### src/rtl/div_pkg.sv
// Shared types and constants for the 64-bit radix-2 restoring divider.
// Holds the FSM state type, operand widths and a low-half masking helper.
package div_pkg;
    localparam int XLEN  = 64;
    localparam int HALF  = 32;
    localparam int CNT_W = 7;

    typedef enum logic [1:0] {
        S_IDLE,
        S_CALC,
        S_DONE
    } state_t;

    // Keep only the low half and zero-extend when the ALU32 class is selected.
    function automatic logic [XLEN-1:0] fit(input logic [XLEN-1:0] x, input logic a32);
        return a32 ? {{(XLEN-HALF){1'b0}}, x[HALF-1:0]} : x;
    endfunction
endpackage

### src/rtl/div_step.sv
// One restoring-division iteration: shift in the next dividend bit, trial subtract, restore.
// Purely combinational; the caller registers the partial remainder and quotient.
module div_step
    import div_pkg::*;
(
    input  logic [XLEN-1:0] i_rem,
    input  logic [XLEN-1:0] i_quo,
    input  logic [XLEN-1:0] i_den,
    output logic [XLEN-1:0] o_rem,
    output logic [XLEN-1:0] o_quo
);
    logic [XLEN-1:0] w_shift;
    logic            w_ge;

    // i_rem[MSB] is the bit shifted out; if set, the 65-bit trial value always exceeds i_den.
    assign w_shift = {i_rem[XLEN-2:0], i_quo[XLEN-1]};
    assign w_ge    = i_rem[XLEN-1] | (w_shift >= i_den);
    assign o_rem   = w_ge ? (w_shift - i_den) : w_shift;
    assign o_quo   = {i_quo[XLEN-2:0], w_ge};
endmodule

### src/rtl/div_64bit.sv
// 64/32-bit iterative divider (one quotient bit per cycle); signed mode built with DIV_64BIT_SIGNED_EN.
// Latency: result valid N+1 cycles after accept (N = 64 or 32), one cycle for a zero divisor.
// Backpressure: result held in DONE until out_ready; abort drops the operation and returns to idle.
module div_64bit
    import div_pkg::*;
(
    input  logic            clk,
    input  logic            rst,
    input  logic            in_valid,
    output logic            in_ready,
    input  logic [XLEN-1:0] dividend,
    input  logic [XLEN-1:0] divisor,
    input  logic            alu32,
    input  logic            abort,
`ifdef DIV_64BIT_SIGNED_EN
    input  logic            signed_op,
`endif
    output logic            out_valid,
    input  logic            out_ready,
    output logic [XLEN-1:0] quotient,
    output logic [XLEN-1:0] remainder
);
    state_t            r_state;
    logic [CNT_W-1:0]  r_cnt;
    logic [XLEN-1:0]   r_rem;
    logic [XLEN-1:0]   r_quo;
    logic [XLEN-1:0]   r_den;
    logic              r_a32;
    logic [XLEN-1:0]   r_quotient;
    logic [XLEN-1:0]   r_remainder;

    logic [XLEN-1:0]   w_dd_mag;
    logic [XLEN-1:0]   w_ds_mag;
    logic [XLEN-1:0]   w_rem_nxt;
    logic [XLEN-1:0]   w_quo_nxt;
    logic [XLEN-1:0]   w_q_fin;
    logic [XLEN-1:0]   w_r_fin;

`ifdef DIV_64BIT_SIGNED_EN
    logic              r_q_neg;
    logic              r_r_neg;
    logic              w_dd_neg;
    logic              w_ds_neg;

    // Divide magnitudes, then restore signs: quotient truncates toward zero, remainder follows dividend.
    always_comb begin
        w_dd_neg = signed_op & (alu32 ? dividend[HALF-1] : dividend[XLEN-1]);
        w_ds_neg = signed_op & (alu32 ? divisor[HALF-1]  : divisor[XLEN-1]);
        w_dd_mag = w_dd_neg ? fit(-dividend, alu32) : fit(dividend, alu32);
        w_ds_mag = w_ds_neg ? fit(-divisor, alu32)  : fit(divisor, alu32);
        w_q_fin  = r_q_neg ? fit(-w_quo_nxt, r_a32) : w_quo_nxt;
        w_r_fin  = r_r_neg ? fit(-w_rem_nxt, r_a32) : w_rem_nxt;
    end
`else
    always_comb begin
        w_dd_mag = fit(dividend, alu32);
        w_ds_mag = fit(divisor, alu32);
        w_q_fin  = w_quo_nxt;
        w_r_fin  = w_rem_nxt;
    end
`endif

    div_step u_step (
        .i_rem (r_rem),
        .i_quo (r_quo),
        .i_den (r_den),
        .o_rem (w_rem_nxt),
        .o_quo (w_quo_nxt)
    );

    always_ff @(posedge clk or posedge rst) begin
        if (rst) begin
            r_state     <= S_IDLE;
            r_cnt       <= '0;
            r_rem       <= '0;
            r_quo       <= '0;
            r_den       <= '0;
            r_a32       <= 1'b0;
            r_quotient  <= '0;
            r_remainder <= '0;
`ifdef DIV_64BIT_SIGNED_EN
            r_q_neg     <= 1'b0;
            r_r_neg     <= 1'b0;
`endif
        end else begin
            case (r_state)
                S_IDLE: begin
                    if (in_valid) begin
                        r_a32 <= alu32;
                        r_rem <= '0;
                        r_den <= w_ds_mag;
                        // 32-bit dividends sit in the top half so the same shift path serves both widths.
                        r_quo <= alu32 ? {w_dd_mag[HALF-1:0], {HALF{1'b0}}} : w_dd_mag;
`ifdef DIV_64BIT_SIGNED_EN
                        r_q_neg <= w_dd_neg ^ w_ds_neg;
                        r_r_neg <= w_dd_neg;
`endif
                        if (w_ds_mag == '0) begin
                            r_quotient  <= '0;
                            r_remainder <= fit(dividend, alu32);
                            r_state     <= S_DONE;
                        end else begin
                            r_cnt   <= alu32 ? CNT_W'(HALF) : CNT_W'(XLEN);
                            r_state <= S_CALC;
                        end
                    end
                end
                S_CALC: begin
                    if (abort) begin
                        r_cnt   <= '0;
                        r_state <= S_IDLE;
                    end else begin
                        r_rem <= w_rem_nxt;
                        r_quo <= w_quo_nxt;
                        r_cnt <= r_cnt - 1'b1;
                        if (r_cnt == CNT_W'(1)) begin
                            r_quotient  <= w_q_fin;
                            r_remainder <= w_r_fin;
                            r_state     <= S_DONE;
                        end
                    end
                end
                S_DONE: begin
                    if (out_ready || abort) begin
                        r_state <= S_IDLE;
                    end
                end
                default: r_state <= S_IDLE;
            endcase
        end
    end

    assign in_ready  = (r_state == S_IDLE);
    assign out_valid = (r_state == S_DONE);
    assign quotient  = r_quotient;
    assign remainder = r_remainder;
endmodule

### config.mk
export PLATFORM = sky130hd
export DESIGN_NAME = div_64bit
export DESIGN_NICKNAME = d
export VERILOG_FILES = /design/src/rtl/div_pkg.sv /design/src/rtl/div_step.sv /design/src/rtl/div_64bit.sv
export SDC_FILE = /design/constraint.sdc
export NUM_CORES = 1
export LEC_CHECK = 0
export BUFFER_PORTS_ARGS = -buffer_cell sky130_fd_sc_hd__buf_2
export CAP_MARGIN = 20
export CELL_PAD_IN_SITES_DETAIL_PLACEMENT = 0
export CELL_PAD_IN_SITES_GLOBAL_PLACEMENT = 1
export CORE_ASPECT_RATIO = 1.1
export CORE_UTILIZATION = 45
export CTS_CLUSTER_DIAMETER = 40
export DETAILED_ROUTE_END_ITERATION = 10
export PLACE_DENSITY = 0.86
export SETUP_SLACK_MARGIN = 0.5
export SYNTH_ARGS = -nofsm -noshare
export SYNTH_HDL_FRONTEND = slang
export SYNTH_HIERARCHICAL = 1
export SYNTH_SLANG_ARGS = --single-unit
export TNS_END_PERCENT = 30
### constraint.sdc
create_clock -name clk -period 12.8 [get_ports clk]
set_input_delay 0.64 -clock clk [delete_from_list [all_inputs] [get_ports clk]]
set_output_delay 0.64 -clock clk [all_outputs]
set_load 0.1 [all_outputs]
==> results.md, run 1 <==
- CTS root buf: clkbuf_16
- DRT Pass-1 Iters: 5
- Area of the multi-input gates: slightly above 10,000 µm²
- Most common cell in the synthesized netlist: nand2_1
- Post-CTS Hold Buffers: 0
- Area growth syn-to-layout: 14.1%
- Synth Flop Type: dfrtp_1
- CP arrival: ~5600 ps
- Filler cell count: 4,132
- Core area: roughly 44,000 µm²
- Wire length on met1: 30.8 mm
- Total number of H-tree levels: 2
- Post-synth top cells: 468 x nand2_1, 329 x dfrtp_1, 241 x o21ai_0
- WP data required: ~13,000 ps
- Clk_lat worst skew: about 600 ps
- DR iter-0 viols: ~1.6k
- Slew HR: 0.261
- WL met3: a little over 5 mm
- GRT Total Usage: 0.298
- Slew @ Worst Pin: about 1100 ps
- Post-CTS Setup Bufs: 0
- Pin count of the biggest net entering global routing: about 130
- Nets: ~2.6k
- Final wirelength: 67.2 mm
- Metal2 WL: between 20 and 30 mm
- Synthesized cell area: 20,100 µm²
- Worst path max stage delay: about 790 ps
- Synth Net Count: approximately 2.5k
- Storage cell area: about 8000 µm²
- CTS buffer count: 51
- Layout cell share with drive strength beyond 1: 0.231
- Port-buffer cells: ~260
- Die area: around 46,000 µm²
- Distinct cells, synth: 75
- Remaining DRCs: 0
- Top Ports: between 200 and 300
- Post-synth top area cell: dfrtp_1
- Critical Path End Type: flop
- Final worst path period need: between 5000 and 6000 ps
- DPL Wire Length: slightly above 50 mm
- Sequential share of the synthesized area: 0.409
- Hold_ws: approximately 190 ps
- CTS Buffer Depth: 3
- Top cells by area, synth: dfrtp_1 41%, nand2_1 8.7%, o21ai_0 6.0%
- Core Rows: 80
- R2R cell count: 17
- Setup-failing EPs final: 0
- Slowest cell on the critical path: nor2_4
- RSZ-0062 raised after global routing: false
- Clock Sinks: ~330
- GRT overflow: 0
- Post-synth top area share: 0.409
- CTS tree: done
- Worst path cell trace: inv_1 -> ha_1 -> fa_1 -> nand2b_1 -> a21oi_1 -> o2111ai_2 -> a311oi_1 -> o21ai_0 -> a31oi_4 -> nor2_4 -> inv_2 -> buf_4 -> and2_1 -> a311oi_2 -> nand2_1 -> o21ai_0 -> mux2_4
- Hold Path Class: in2async
- Fin crit share: 0.395
- Post-CTS Resized: 0
- Crit path max fanout: 77
- Crit Reg-Reg Startpoint: r_quo[63]$_DFFE_PP0P_
- Cell mode on critical path: o21ai_0
- Global-route wire length before repair: between 100 and 150 mm
- Startpoint Class: flop
- Reg-to-reg slack, setup: roughly 7700 ps
- Warnings, synthesis: 6
- Post-synth EDFFs: 0
- Final ANT Viol Nets: 0
- Vias in the first global route: approximately 17k
- Total Neg Setup Slack: 0 ps
- Setup CP Type: reg2reg
- Fmax: between 150 and 200 MHz
- Clock skew: ~28 ps
- DR top layer: met5
- Chip Width: between 200 and 250 µm
- Total number of vias: 17.4k
- Clk slew on worst S/H paths: 60 ps
- Vias per cell: 5.76
- Initial antenna violation count: 2
- Drt wl/cell: approximately 22 µm
- Maxcap violations: 0
- Routability-driven placement congestion ratio: 0.978
- Register bit total from synthesis: 329
- Height of the die: roughly 220 µm
- Synthesized area per cell: ~9 µm²
- Initial Utilization: 0.460
- Reg2Reg Capture Point: remainder[61]$_DFFE_PP0P_
- Async S/R FF share, synth: 1.00
- Cells after Synth: approximately 2.3k
- Final Max Tran Viols: 0
- Status: finished, final reports clean
- Hold Fails Final Rpt: 0
-- registers in the layout (all words and copies together), names as in the netlist --
register / count
r_den: 64
r_cnt: 7
r_state: 2
remainder: 64
quotient: 64
r_quo: 64
r_rem: 64
-- logic make-up (layout without fill, tap and decap cells) --
| group | after synthesis | count (layout) | share of synthesized area |
|---|---|---|---|
| flops | 329 | 329 | 0.409 |
| mux | 134 | 134 | 0.0898 |
| buf+inv | 303 | 467 | 0.0791 |
| xor+xnor | 51 | 51 | 0.0222 |
| simple gates | 748 | 748 | 0.165 |
| other cells | 0 | 1 | 0 |
| compound gates | 648 | 648 | 0.193 |
| fa+ha+maj | 67 | 67 | 0.0420 |
-- per-stage QoR --
| stage | utilization | instance area (µm²) | instances | worst slack (ps) |
|---|---|---|---|---|
| 2_1_floorplan | - | 20100 | 2280 | 3050 |
| 3_3_place_gp | 0.481 | 21100 | 2921 | 7850 |
| 3_5_place_dp | 0.481 | 21100 | 2921 | 7750 |
| 4_1_cts | 0.524 | 22900 | 3017 | 7750 |
| 5_1_grt | 0.525 | 23000 | 3018 | 7380 |
| 6_report | 0.525 | 23000 | 3019 | 7740 |
-- critical path, delay by kind of cell (launching register included) --
family / cells / cell delay [ps]
buffers and inverters: 3 / 910
adder cells (fa/ha/maj): 2 / 380
multiplexers: 1 / 160
AO/OA/AOI/OAI: 7 / 1730
flip-flops: 1 / 390
AND/OR/NAND/NOR: 4 / 1350
-- how the worst max path moves through the flow --
stage                                     start                        end  slack, ps  cells past startpoint
final                     r_quo[63]$_DFFE_PP0P_  remainder[61]$_DFFE_PP0P_       7740                     17
after global routing      r_quo[63]$_DFFE_PP0P_  remainder[59]$_DFFE_PP0P_       7380                     17
after CTS                 r_quo[63]$_DFFE_PP0P_  remainder[61]$_DFFE_PP0P_       7750                     17
after detailed placement  r_quo[63]$_DFFE_PP0P_  remainder[61]$_DFFE_PP0P_       7750                     17
after global placement     r_rem[2]$_DFFE_PP0P_  remainder[39]$_DFFE_PP0P_       7850                     14
after floorplan                             rst    quotient[0]$_DFFE_PP0P_       3050                      1
-- cells in the final DEF, fill, tap and decap left out, drive strengths merged, types with 33 or more instances in the layout --
master	instances
a22o	33
a21o	37
clkbuf	59
inv	98
nand4	35
a21oi	217
nor2	92
buf	280
mux2	132
dfrtp	329
and2	40
o21ai	256
ha	66
nand2	468
-- routing by layer --
layer  vias to the layer above  global-route usage
li1                       8120                   -
met1                      8465               0.434
met2                       693               0.435
met3                       106              0.0604
met4                         2               0.107
met5                         -                   0
-- layout make-up --
| class | instances | share of cell area |
|---|---|---|
| Clock inverter | 37 | 0.0214 |
| Inverter | 91 | 0.0152 |
| Multi-Input combinational cell | 1648 | 0.449 |
| Sequential cell | 329 | 0.359 |
| Tap cell | 574 | 0.0313 |
| Clock buffer | 59 | 0.0604 |
| Antenna cell | 1 | 0.000109 |
| Timing Repair Buffer | 280 | 0.0638 |
Power of run 1 is not shown: default switching activity piles up to over one toggle a cycle in this logic, so the estimate is an artifact.
==> run 2, diff against run 1 <==
--- a/config.mk
+++ b/config.mk
@@ -10,10 +10,10 @@
 export CELL_PAD_IN_SITES_DETAIL_PLACEMENT = 0
 export CELL_PAD_IN_SITES_GLOBAL_PLACEMENT = 1
 export CORE_ASPECT_RATIO = 1.1
-export CORE_UTILIZATION = 45
+export CORE_UTILIZATION = 40
 export CTS_CLUSTER_DIAMETER = 40
 export DETAILED_ROUTE_END_ITERATION = 10
-export PLACE_DENSITY = 0.86
+export PLACE_DENSITY = 0.81
 export SETUP_SLACK_MARGIN = 0.5
 export SYNTH_ARGS = -nofsm -noshare
 export SYNTH_HDL_FRONTEND = slang
==> constraint.sdc (replaced) <==
create_clock -name clk -period 4.2 [get_ports clk]
set_input_delay 0.21 -clock clk [delete_from_list [all_inputs] [get_ports clk]]
set_output_delay 0.21 -clock clk [all_outputs]
set_load 0.1 [all_outputs]
==> results.md, run 2 (same netlist as run 1, synthesis figures left out) <==
- CTS Buffer Depth: 3
- Core Rows: 85
- Placed insts: approximately 3k
- Clk_lat worst skew: between 500 and 600 ps
- Height of the die: between 200 and 250 µm
- DP Worst Slack: 62.3 ps
- Top Ports: approximately 260
- Core area: between 40,000 and 50,000 µm²
- Filler cell count: between 4k and 5k
- Maxcap violations: 0
- Slew HR: 0.291
- Clock Sinks: ~330
- Final Max Tran Viols: 0
- Final wirelength: approximately 71 mm
- Port-buffer cells: approximately 260
- Metal2 WL: roughly 30 mm
- Die area: around 50,000 µm²
- DR iter-0 viols: between 1k and 1.5k
- Final Non-Filler Cells: between 3k and 4k
- Initial antenna violation count: 4
- Status: finished, final reports clean
- Fin crit share: 0.872
- CTS buffer count: 48
- Initial Utilization: 0.408
- Final ANT Viol Nets: 0
- DRT Pass-1 Iters: 5
- Hold Path Class: in2reg
- Commonest non-fill, non-tap cell in the layout: nand2_1
- RSZ-0062 raised after global routing: true
- Hold Fails Final Rpt: 0
- Setup-failing EPs final: 0
- Final worst path period need: between 3000 and 4000 ps
- Setup CP Type: reg2reg
- CP arrival: approximately 4100 ps
- WL met3: just under 5 mm
- Total number of H-tree levels: 2
- GRT Total Usage: 0.274
- Crit path max fanout: 5
- Slew @ Worst Pin: around 1100 ps
- Wire length on met1: 33.9 mm
- Layout cell share with drive strength beyond 1: 0.241
- Fmax: 273 MHz
- GRT overflow: 0
- Final WS setup: 536 ps
- Clk slew on worst S/H paths: around 50 ps
- Area growth syn-to-layout: 20.6%
- Startpoint Class: flop
- DPL Wire Length: approximately 52 mm
- Commonest cells after routing, fill and taps aside: 466 x nand2_1, 329 x dfrtp_1, 263 x buf_2, 236 x o21ai_0, 191 x a21oi_1
- DR top layer: met5
- Total number of vias: ~18k
- WP data required: 4670 ps
- Routability-driven placement congestion ratio: roughly 1
- Pin count of the biggest net entering global routing: around 260
- Remaining DRCs: 0
- Chip Width: about 220 µm
- CTS root buf: clkbuf_16
- Vias per cell: between 5 and 6
- Nets: 2,710
- Global-route wire length before repair: roughly 110 mm
- CTS tree: done
- Drt wl/cell: between 20 and 25 µm
- Clock skew: 18.4 ps
- Critical Path End Type: flop
- Vias in the first global route: around 17k
run 2: cell count changes in the layout (fill, tap and decap cells not counted), moves of 7 or more:
cell / before / now
buf_4: 16 / 31
ha_1: 66 / 55
buf_12: 0 / 10
ha_2: 0 / 11
dlygate4sd3_1: 0 / 82
clkbuf_1: 1 / 8
run 2: what timing repair did:
item                       CTS  global route
hold buffers                82             0
pin swaps                    6            10
setup buffers                2             1
gates resized for setup     15            41
setup endpoints to repair  123            71
hold endpoints to repair   339             0
cloned                       1             2
run 2: through the flow:
step / util / cell area (µm²) / hold slack (ps) / TNS [ps]
6_report: 0.492 / 24300 / 16.5 / 0
3_3_place_gp: 0.435 / 21500 / 382 / 0
5_1_grt: 0.491 / 24300 / 0.202 / 0
4_1_cts: 0.487 / 24000 / 1.68 / 0
3_5_place_dp: 0.435 / 21500 / 395 / 0
2_1_floorplan: - / 20100 / 294 / -132480
run 2: per-layer routing:
layer / global-route usage / vias to the layer above
li1: - / 8302
met1: 0.412 / 8725
met2: 0.392 / 632
met3: 0.0505 / 112
met4: 0.0873 / 4
met5: 0 / -
run 2: critical path, cell delays in order (launching register included):
cell     delay, ps
dfrtp_1        400
ha_1           410
and4_1         270
nor2b_1        260
o211a_1        230
o41ai_2         90
buf_4          160
a31oi_1        350
o21ai_2        190
o21ai_0        350
xnor2_1        210
o21ai_0        160
nand2_1        110
o21ai_0         90
mux2_4         280
run 2: layout make-up:
cell class                      count  area, µm²  share of cell area
Clock inverter                     21        287              0.0118
Multi-Input combinational cell   1648      10600               0.435
Inverter                           91        348              0.0143
Tap cell                          652        816              0.0336
Clock buffer                       64       1340              0.0553
Antenna cell                        3       7.51            0.000309
Sequential cell                   329       8230               0.339
Timing Repair Buffer              391       2680               0.110
run 2: worst paths after layout:
kind                                       from                        end  slack (ps)  cells past startpoint
max in group asynchronous                   rst       r_cnt[1]$_DFFE_PP0P_        3020                      4
max                        r_rem[7]$_DFFE_PP0P_  remainder[53]$_DFFE_PP0P_         540                     14
min in group asynchronous                   rst       r_rem[7]$_DFFE_PP0P_         360                      4
max reg2reg                r_rem[7]$_DFFE_PP0P_  remainder[53]$_DFFE_PP0P_         540                     14
min reg2reg                r_quo[5]$_DFFE_PP0P_       r_quo[5]$_DFFE_PP0P_         470                      2
min                                dividend[10]      r_quo[10]$_DFFE_PP0P_          20                      3
Power of run 2 is left out for the same reason.
==> run 3, diff against run 2 <==
--- a/config.mk
+++ b/config.mk
@@ -10,10 +10,11 @@
 export CELL_PAD_IN_SITES_DETAIL_PLACEMENT = 0
 export CELL_PAD_IN_SITES_GLOBAL_PLACEMENT = 1
 export CORE_ASPECT_RATIO = 1.1
-export CORE_UTILIZATION = 40
+export CORE_UTILIZATION = 41
+export CTS_BUF_LIST = sky130_fd_sc_hd__clkbuf_4 sky130_fd_sc_hd__clkbuf_8
 export CTS_CLUSTER_DIAMETER = 40
 export DETAILED_ROUTE_END_ITERATION = 10
-export PLACE_DENSITY = 0.81
+export PLACE_DENSITY = 0.82
 export SETUP_SLACK_MARGIN = 0.5
 export SYNTH_ARGS = -nofsm -noshare
 export SYNTH_HDL_FRONTEND = slang
==> results.md, run 3 (same netlist as run 1, synthesis figures left out) <==
- Clock Sinks: approximately 330
- Vias per cell: ~5.6
- CTS tree: done
- Clk slew on worst S/H paths: approximately 60 ps
- Port-buffer cells: roughly 260
- Final Max Tran Viols: 0
- Routability-driven placement congestion ratio: roughly 0.99
- WP depth: 15
- CP arrival: 4170 ps
- Total number of H-tree levels: 3
- Critical Path End Type: flop
- Total Neg Setup Slack: 0 ps
- Area growth syn-to-layout: 22.0%
- Remaining DRCs: 0
- Setup CP Type: reg2reg
- DR top layer: met5
- Crit path max fanout: 33
- Commonest cells after routing, fill and taps aside: 465 x nand2_1, 328 x dfrtp_1, 263 x buf_2, 236 x o21ai_0, 191 x a21oi_1
- Chip Width: between 200 and 250 µm
- Status: finished, final reports clean
- Top Ports: between 200 and 300
- Fmax: around 280 MHz
- Final worst path period need: 3630 ps
- DP Worst Slack: -8.86 ps
- Cell mode on critical path: nand2_1
- CTS buffer count: between 60 and 70
- Pin count of the biggest net entering global routing: 257
- Wire length on met1: 32.4 mm
- Clock skew: 37.4 ps
- RSZ-0062 raised after global routing: true
- Area of the multi-input gates: about 11,000 µm²
- Core area: a little under 50,000 µm²
- Startpoint Class: flop
- Placed insts: 3,029
- Storage cell area: just over 8000 µm²
- Global-route wire length before repair: 107 mm
- Commonest non-fill, non-tap cell in the layout: nand2_1
- Hold Fails Final Rpt: 0
- Clk_lat worst skew: 660 ps
- Nets: 2,774
- Height of the die: ~230 µm
- R2R cell count: 15
- DR iter-0 viols: roughly 1.4k
- Final wirelength: 70.9 mm
- Metal2 WL: 30.8 mm
- CTS Buffer Depth: 3
- WP data required: around 4800 ps
- WL met3: 5.24 mm
- Die area: between 40,000 and 50,000 µm²
- Family with the most delay on the worst path: simple AND/OR/NAND/NOR gates
- Final ANT Viol Nets: 0
- Worst path max stage delay: ~420 ps
- Hold_ws: 38.2 ps
- Total number of vias: about 18k
- Initial Utilization: 0.418
- CTS root buf: clkbuf_8
- Slowest cell on the critical path: ha_1
- Layout cell share with drive strength beyond 1: 0.259
- Fin crit share: 0.864
- Final Non-Filler Cells: ~3.3k
- Worst path cell trace: inv_1 -> ha_1 -> nand4_1 -> nor3_4 -> nand2_1 -> nor4_4 -> nand2_1 -> a31oi_4 -> nor2_4 -> buf_8 -> a2111o_1 -> o221a_1 -> nand2_1 -> o21ai_0 -> mux2_4
- GRT overflow: 0
- Vias in the first global route: around 18k
- Hold Path Class: in2reg
- Filler cell count: 4,628
- DPL Wire Length: just over 50 mm
- Drt wl/cell: approximately 22 µm
- Hold path cells: 4
- DRT Pass-1 Iters: 6
- Slew @ Worst Pin: roughly 1100 ps
- Initial antenna violation count: 3
- Slew HR: 0.258
- Final WS setup: around 570 ps
- GRT Total Usage: 0.283
- Core Rows: 84
- Setup-failing EPs final: 0
- Buffers and inverters on the worst path: 2
- Maxcap violations: 0
[run 3: cell type report]
cell class / instances / area share
inverters: 91 / 0.0143
clock inverters: 19 / 0.0125
diodes: 1 / 0.000102
clock buffers: 92 / 0.0470
repair buffers: 437 / 0.125
well taps: 645 / 0.0329
flip-flops and latches: 329 / 0.336
multi-input cells: 1648 / 0.433
[run 3: path summary, 6_finish.rpt]
kind / start / to / slack (ps)
hold reg to reg: r_quo[13]$_DFFE_PP0P_ / r_quo[13]$_DFFE_PP0P_ / 470
max in group asynchronous: rst / quotient[53]$_DFFE_PP0P_ / 2930
hold / removal: dividend[56] / remainder[56]$_DFFE_PP0P_ / 40
setup reg to reg: r_den[49]$_DFFE_PP0P_ / remainder[48]$_DFFE_PP0P_ / 570
setup / recovery: r_den[49]$_DFFE_PP0P_ / remainder[48]$_DFFE_PP0P_ / 570
min in group asynchronous: rst / r_den[13]$_DFFE_PP0P_ / 100
[run 3: layer usage]
metal / GRT usage / vias up
li1: - / 8417
met1: 0.404 / 8881
met2: 0.416 / 697
met3: 0.0569 / 122
met4: 0.117 / 4
met5: 0 / -
[run 3: per-stage QoR]
step,instance area (µm²),util
global route,24500,0.510
global placement,21500,0.447
detailed placement,21500,0.447
finish,24500,0.510
floorplan,20100,-
CTS,24200,0.504
[run 3: worst min-delay path: stages]
cell	delay, ps
buf_2	70
nand2_1	80
o21ai_0	160
mux2_4	140
[run 3: what timing repair did]
action	4_1_cts	5_1_grt
hold buffers	108	0
setup endpoints to repair	125	73
endpoints found under the hold margin	135	0
cloned	1	1
pin swaps	10	16
gates resized for setup	24	48
setup buffers	2	9
Power of run 3 is left out for the same reason.
